## config.mk

```make
export PLATFORM = sky130hd
export DESIGN_NAME = ri_type
export DESIGN_NICKNAME = d
export VERILOG_FILES = /design/src/rtl/ri_type.sv
export SDC_FILE = /design/constraint.sdc
export NUM_CORES = 1
export LEC_CHECK = 0
export BUFFER_PORTS_ARGS = -buffer_cell sky130_fd_sc_hd__buf_2
export CORE_MARGIN = 2
export CORE_UTILIZATION = 29
export CTS_CLUSTER_DIAMETER = 120
export DETAILED_ROUTE_END_ITERATION = 8
export MAX_ROUTING_LAYER = met4
export SKIP_CTS_REPAIR_TIMING = 1
export SYNTH_ARGS = -nofsm -noshare
export SYNTH_HDL_FRONTEND = slang
export SYNTH_SLANG_ARGS = --single-unit
export TNS_END_PERCENT = 100
```

## constraint.sdc

```tcl
create_clock -name clk -period 0.9 [get_ports clk]
set_input_delay 0.045 -clock clk [delete_from_list [all_inputs] [get_ports clk]]
set_output_delay 0.045 -clock clk [all_outputs]
set_load 0.01 [all_outputs]
```

## src/rtl/ri_type.sv

```systemverilog
// ri_type: RV32I R/I-type integer ALU with a registered result (one-cycle latency).
module ri_type (
   input  logic        clk,
   input  logic        reset,
   input  logic [31:0] a,
   input  logic [31:0] b,
   input  logic [5:0]  aluSelect,
   output logic [31:0] result
);
   logic [31:0] result_d, result_q;
   logic [4:0]  sh;
   assign sh = b[4:0];
   // R-type and I-type codes share each datapath; unlisted codes fall to zero
   always_comb begin
      result_d = 32'h0;
      case (aluSelect)
         6'h13, 6'h1C: result_d = a + b;
         6'h1D:        result_d = a - b;
         6'h14, 6'h1E: result_d = a & b;
         6'h15, 6'h1F: result_d = a | b;
         6'h16, 6'h20: result_d = a ^ b;
         6'h17, 6'h21: result_d = a << sh;
         6'h18, 6'h22: result_d = a >> sh;
         6'h19, 6'h23: result_d = $unsigned($signed(a) >>> sh);
         6'h1A, 6'h24: result_d = {31'h0, $signed(a) < $signed(b)};
         6'h1B, 6'h25: result_d = {31'h0, a < b};
         default:      result_d = 32'h0;
      endcase
   end
   always_ff @(posedge clk or posedge reset)
      if (reset) result_q <= 32'h0;
      else       result_q <= result_d;
   assign result = result_q;
endmodule

```

---- Word level (Yosys, flattened, before mapping) ----
Cells that the tools add are included.
operators by class
  $add $sub $neg .......................... 2
  magnitude comparators ................... 2
  eq/ne operators ......................... 19
  shift-type cells ........................ 3
  muxes and demuxes ....................... 1
  bitwise gates (word level) .............. 3
  reduce and logical (&&, ||, !) cells .... 9
operators with widths
  operator            count
  $pmux 32 s10        1
  $eq 6x5->1 const B  13
  $lt 32x32->1        2
  $eq 6x6->1 const B  6
  $add 32x32->32      1
  $and 32x32->32      1
  $or 32x32->32       1
  $shl 32x5->32       1
  $shr 32x5->32       1
  $sshr 32x5->32      1
  $sub 32x32->32      1
  $xor 32x32->32      1
  $reduce_or 2->1     9
word-level totals
  bits in registers ....................... 32
  input port bits ......................... 72
  output and inout bits ................... 32
  logic and storage cells ................. 40

---- Depth between registers and ports, before layout ----
Gate-level depths: netlist of the first run.
  word-level depth ........................ 3
  mapped depth ............................ 15
  mapped depth without buffers ............ 12

---- Least setup slack after synthesis of the first run ----
No wires, ideal clock.
  path kind ............................... input port to flip-flop
  start ................................... input port b[1]
  end ..................................... register result_q[21] (netlist: result[21])
  library setup time ...................... 118 ps
  arrival time ............................ 3,623 ps
  data required time ...................... 782 ps
  setup slack ............................. -2,841 ps
  stages on the path ...................... 15
  path buffers ............................ 4
  cell sequence ........................... clkbuf_1 clkinv_1 buf_1 clkbuf_1 buf_1 ha_1 a211oi_1 o21ai_0 a2111oi_2 nor3_1 a2111oi_1 o21ai_0 a21oi_1 o221ai_1 a21o_1
between the ends
  word-level cells in the longest chain between the ends .. 2
  elaborated cells on any way between the ends .. 6
  those cells by class .................... add/sub: 2; shift: 3; mux: 1
ends and longest elaborated chain
  what                                          RTL line  text
  start, declared                               6         input logic [31:0] b,
  $sub 32x32->32, or another cell as far along  18        6'h1D: result_d = a - b;
  $pmux 32 s10 (*)                              16        case (aluSelect)
  via result_d[21]                              10        logic [31:0] result_d, result_q;
  end signal, assigned                          32        else result_q <= result_d;
  end, declared                                 10
The timed path passes the listed nets; every way through them passes the cells marked *.

---- Worst setup path after layout of the first run ----
  start ................................... input port a[0]
  end ..................................... register result_q[26] (netlist: result[26])
between the ends
  word-level cells in the longest chain between the ends .. 2
  elaborated cells on any way between the ends .. 6
  those cells by class .................... add/sub: 2; shift: 3; mux: 1
ends and longest elaborated chain
  what                                          RTL line  text
  start, declared                               5         input logic [31:0] a,
  $sub 32x32->32, or another cell as far along  18
  $pmux 32 s10 (*)                              16
  via result_d[26]                              10
Marks and branches as above.

==> results of run 1 <==
[kinds of logic (layout without fill, tap and decap cells)]
logic type | Yosys count | count (layout)
AOI/OAI and AO/OA | 490 | 490
and+or+nand+nor | 396 | 396
buffers and inverters | 203 | 726
adders and majority gates | 99 | 99
muxes | 94 | 94
DFF | 32 | 32
xor gates and xnor gates | 4 | 4
other | 0 | 2
[synthesized netlist by cell type (23+ instances only)]
library cell,instances
ha_1,97
o21ai_0,97
mux4_2,39
a21oi_1,123
nor2_1,151
dfrtp_1,32
a21o_1,23
clkbuf_1,66
nor3_1,26
nand2_1,111
o211ai_1,29
a211oi_1,25
a221o_1,27
mux2i_1,42
inv_1,100
[per-stage QoR]
step           setup TNS (ns)  setup WS, ns   util
2_1_floorplan          -48.99         -2.06      -
3_3_place_gp           -62.28         -2.30  0.432
3_5_place_dp           -63.09         -2.29  0.432
4_1_cts                -52.90         -1.97  0.437
5_1_grt                -47.57         -1.79  0.487
6_report               -45.57         -1.71  0.487
[layer usage]
| layer | up-vias | wire (µm) |
|---|---|---|
| met3 | 139 | 3770 |
| li1 | 5994 | - |
| met1 | 6349 | 22200 |
| met2 | 704 | 24100 |
| met5 | - | 0 |
| met4 | 0 | 3100 |
[power groups by stage]
| stage | clock (mW) | combinational (mW) | sequential [mW] |
|---|---|---|---|
| 6_report | 2.21 | 9.39 | 1.69 |
| 5_1_grt | 2.30 | 9.97 | 1.71 |
| 4_1_cts | 2.24 | 7.99 | 1.68 |
| 3_5_place_dp | 0 | 7.95 | 1.71 |
| 3_3_place_gp | 0 | 7.88 | 1.71 |
| 2_1_floorplan | 0 | 3.95 | 1.78 |
[layout make-up]
cell class / count / area [µm²]
clock buffers: 5 / 125
fillers: 3219 / 16700
well taps: 442 / 553
repair buffers: 615 / 4810
multi-input cells: 1083 / 9140
diodes: 2 / 5.00
flip-flops and latches: 32 / 801
clock inverters: 3 / 42.5
inverters: 103 / 418
[worst paths after layout]
| kind | from | to | slack (ns) | cells after the start |
|---|---|---|---|---|
| max | a[0] | result[26] | -1.71 | 13 |
| min in group clk | b[13] | result[13] | 0.33 | 6 |
| max in group asynchronous | reset | result[1] | 0.35 | 4 |
| min | reset | result[21] | 0.30 | 4 |
==> flow_metrics.tcl, run 1 <==
set metrics [dict create \
    run_status "finished, violations left" \
    violations "setup timing" \
    stdcell_count 2285 \
    ys.flop_type "dfrtp_1" \
    clock.fmax_ghz 0.383 \
    synth-xor-area-share 0.00364 \
    synth_top_family_by_area "compound AO/OA/AOI/OAI gates" \
    maxCapViolations 0 \
    synth.top_cell.area_share 0.126 \
    report.final.slew_viol_count 0 \
    drt-vias-per-instance 5.77 \
    routed_wl_um 53200 \
    path_class "input pin to flop" \
    finalHoldViolCount 0 \
    power_frac_clock 0.166 \
    slew_headroom 0.558 \
    die_y_um 186 \
    crit_slowest_cell "or4_4" \
    ys_seq_area_frac 0.0832 \
    clkSinkCount 32 \
    clkTransAtPathRegs_ns 0.08 \
    grt-ovfl-total 0 \
    synthToLayoutAreaGrowth_pct 65.2 \
    antenna_left 0 \
    post-route-drc-count 0 \
    grt_start_max_net_pins 66 \
    largest_register_ffs 32 \
    syn-cell-area_mm2 0.00962 \
    power.internal_mw 7.32 \
    power.density_mw_per_mm2 836 \
    final_area_mm2 0.0159 \
    crit_path_start_kind "input pin" \
    cp-end-kind "flop" \
    met1_usage 0.386 \
    grt-busiest-layer "met2" \
    cts_tree "yes" \
    die_area_mm2 0.0347 \
    start_util 0.295 \
    setup_ws_ns -1.71 \
    avgSynthCellArea_um2 7.30 \
    yosysTopAreaCell "ha_1" \
    first_pass_iters 6 \
    core_region_area_mm2 0.0326 \
    boundaryPins 104 \
    power_frac_comb 0.707 \
    rsz0062_at_grt "yes" \
    grt_pass1_vias 12500 \
    synth-simple-area-share 0.189 \
    synth_fa_ha_area_frac 0.130 \
    synth_enable_flop_cells 0 \
    dpl_cell_area_mm2 0.0141 \
    tightestPinTransition_ns 0.663 \
    wl_per_cell_um 23.3 \
    synthMuxAreaShare 0.163 \
    gr-usage-met2 0.481 \
    vias 13200 \
    arrival_ns 2.84 \
    cp_max_fo 3 \
    die_x_um 186 \
    final_common_cell "buf_4" \
    ys_top_cells_by_area "ha_1 13%, mux4_2 9.1%, dfrtp_1 8.3%, a21oi_1 6.4%, nor2_1 5.9%" \
    numCtsBuffers 5 \
    p_seq_frac 0.127 \
    hpwl_um 41000 \
    final.min_clock_period_ns 2.61 \
    synth_async_sr_flop_share 1.00 \
    dp_cells 2230 \
    netlist_instances 1318 \
    yosys_warnings 0 \
    path_cells "buf_8 > inv_4 > ha_4 > fa_2 > nor2_4 > o311a_4 > nor4_4 > or4_4 > a2111o_1 > a211oi_4 > o21ai_2 > a211o_1 > a21o_1" \
    path_delay_family "compound AO/OA/AOI/OAI gates" \
    cts-root-buf "clkbuf_16" \
    synth_compound_area_frac 0.348 \
    mostFrequentLayoutCells "471 x buf_4, 139 x nor2_1, 109 x nand2_1" \
    track_usage 0.302 \
    globalplace.congestion 1.03 \
    finalPower_mw 13.3 \
    rows 66 \
    syn_nets 1489 \
    clock_path_buffers 2 \
    setup_viol 40 \
    drt_iter0_drc 1473 \
    required_ns 1.12 \
    grt_pass1_wl_um 76000 \
    fin_crit_sh 2.90 \
    worst-path-buf-inv 2 \
    max_stage_delay_ns 0.49 \
    ir_worst_vdd_uv 838 \
    synth_cell_types 86 \
    p_leak_nw 7.31 \
    drive_gt1_frac 0.469 \
    h-tree-depth 2 \
    grtUsageMet3 0.0312 \
    nets 2011 \
    p_switching_mw 5.97 \
    holdWs_ns 0.301 \
    numPortBuffers 103 \
    switching_share 0.449 \
    hp-class "input pin to async pin" \
    ys_ff_latch 32 \
    antenna_found_initial 1 \
]
Note: power is estimated with default switching activity, not from simulation.
==> run 2, diff against run 1 <==
==> constraint.sdc (replaced) <==
create_clock -name clk -period 0.9 [get_ports clk]
set_input_delay 0.135 -clock clk [delete_from_list [all_inputs] [get_ports clk]]
set_output_delay 0.135 -clock clk [all_outputs]
set_load 0.01 [all_outputs]
==> run 2 against run 1 <==
  * The flow still finishes with violations (setup timing)
  * Global-route usage is 0.23 points higher
  * Flip-flop and latch count is the same
  * Routed wire length is 1.4% higher
  * Setup slack got worse by 0.27 ns
  * Final cell count is 0.61% higher
  * Power shrank 1.1%
  * Die area unchanged
  * Largest cell class unchanged
==> flow_metrics.tcl, run 2 (synthesis results as in run 1) <==
set metrics [dict create \
    run_status "finished, violations left" \
    violations "setup timing" \
    critical_path_depth 12 \
    rsz0062_at_grt "yes" \
    start_util 0.295 \
    track_usage 0.304 \
    h-tree-depth 2 \
    drive_gt1_frac 0.479 \
    p_leak_nw 7.40 \
    numCtsBuffers 5 \
    drt-vias-per-instance 5.79 \
    final_common_cell "buf_4" \
    ir_worst_vdd_uv 619 \
    post-route-drc-count 0 \
    vias 13300 \
    tightestPinTransition_ns 0.655 \
    die_area_mm2 0.0347 \
    nets 2027 \
    arrival_ns 3.07 \
    cts-root-buf "clkbuf_16" \
    finalPower_mw 13.1 \
    grt_pass1_wl_um 76600 \
    boundaryPins 104 \
    die_y_um 186 \
    crit_path_start_kind "input pin" \
    clock.fmax_ghz 0.347 \
    setup_viol 64 \
    cp_max_fo 3 \
    required_ns 1.09 \
    maxCapViolations 0 \
    hp-class "input pin to async pin" \
    hpwl_um 41800 \
    clock_path_buffers 2 \
    p_seq_frac 0.129 \
    switching_share 0.452 \
    mostFrequentLayoutCells "488 x buf_4, 139 x nor2_1, 104 x nand2_1" \
    cts_tree "yes" \
    setup_ws_ns -1.98 \
    fin_crit_sh 3.20 \
    power.density_mw_per_mm2 822 \
    slew_headroom 0.561 \
    globalplace.congestion 1.02 \
    power.internal_mw 7.19 \
    core_region_area_mm2 0.0326 \
    cp-end-kind "flop" \
    largest_register_ffs 32 \
    path_delay_family "compound AO/OA/AOI/OAI gates" \
    crit_slowest_cell "or4_4" \
    power_frac_comb 0.726 \
    first_pass_iters 6 \
    finalHoldViolCount 0 \
    grt_start_max_net_pins 60 \
    numPortBuffers 103 \
    rows 66 \
    power_frac_clock 0.146 \
    drt_iter0_drc 1402 \
    path_cells "buf_8 > ha_4 > fa_2 > nor2_4 > o311a_4 > nor4_4 > or4_4 > a2111o_1 > a211oi_4 > o21ai_2 > a211o_1 > a21o_1" \
    worst-path-buf-inv 1 \
    clkTransAtPathRegs_ns 0.06 \
    die_x_um 186 \
    clkSinkCount 32 \
    path_class "input pin to flop" \
    p_switching_mw 5.95 \
    routed_wl_um 53900 \
    max_stage_delay_ns 0.60 \
    synthToLayoutAreaGrowth_pct 66.0 \
    wl_per_cell_um 23.5 \
    post-route-util 0.490 \
    report.final.slew_viol_count 0 \
    final.min_clock_period_ns 2.88 \
    antennaDiodeCount 0 \
    grt_pass1_vias 12700 \
    antenna_left 0 \
    grt-ovfl-total 0 \
    tns_ns -51.74 \
    antenna_found_initial 0 \
]
-- run 2: power by group through the flow --
stage	Combinational (mW)	Sequential (mW)	Clock (mW)
finish	9.54	1.69	1.91
global route	10.1	1.70	1.98
CTS	8.10	1.68	1.93
detailed placement	8.05	1.70	0
global placement	8.00	1.70	0
floorplan	3.95	1.78	0
-- run 2: how the worst max path moves through the flow --
stage | slack, ns | startpoint | end
6_report | -1.98 | b[0] | result[26]
2_1_floorplan | -2.15 | b[2] | result[28]
5_1_grt | -2.03 | a[0] | result[0]
4_1_cts | -2.23 | a[0] | result[0]
3_5_place_dp | -2.53 | a[0] | result[0]
3_3_place_gp | -2.42 | a[0] | result[28]
-- run 2: cell type report --
class,instances,area (µm²)
well taps,442,553
inverters,103,413
multi-input cells,1083,9170
fillers,3199,16600
repair buffers,631,4890
clock buffers,8,146
flip-flops and latches,32,801
-- run 2: stage by stage --
step	cell area [µm²]	hold slack, ns	setup slack, ns	cells
after global placement	14200	0.204	-2.42	2245
final	16000	0.430	-1.98	2299
after global routing	16000	0.490	-2.03	2299
after CTS	14300	-0.106	-2.23	2253
after detailed placement	14200	0.207	-2.53	2245
after floorplan	9960	0.251	-2.15	1318
-- run 2: worst min-delay path, cell delays in order --
cell and delay, ns:
dlygate4sd3_1 0.54, buf_2 0.12, inv_1 0.08, buf_12 0.23
-- run 2: per-layer routing --
metal	vias up	global-route usage	part of all wire
met2	717	0.468	0.44
met5	-	-	0
li1	6020	-	-
met3	161	0.0352	0.072
met4	0	0.178	0.069
met1	6402	0.387	0.42
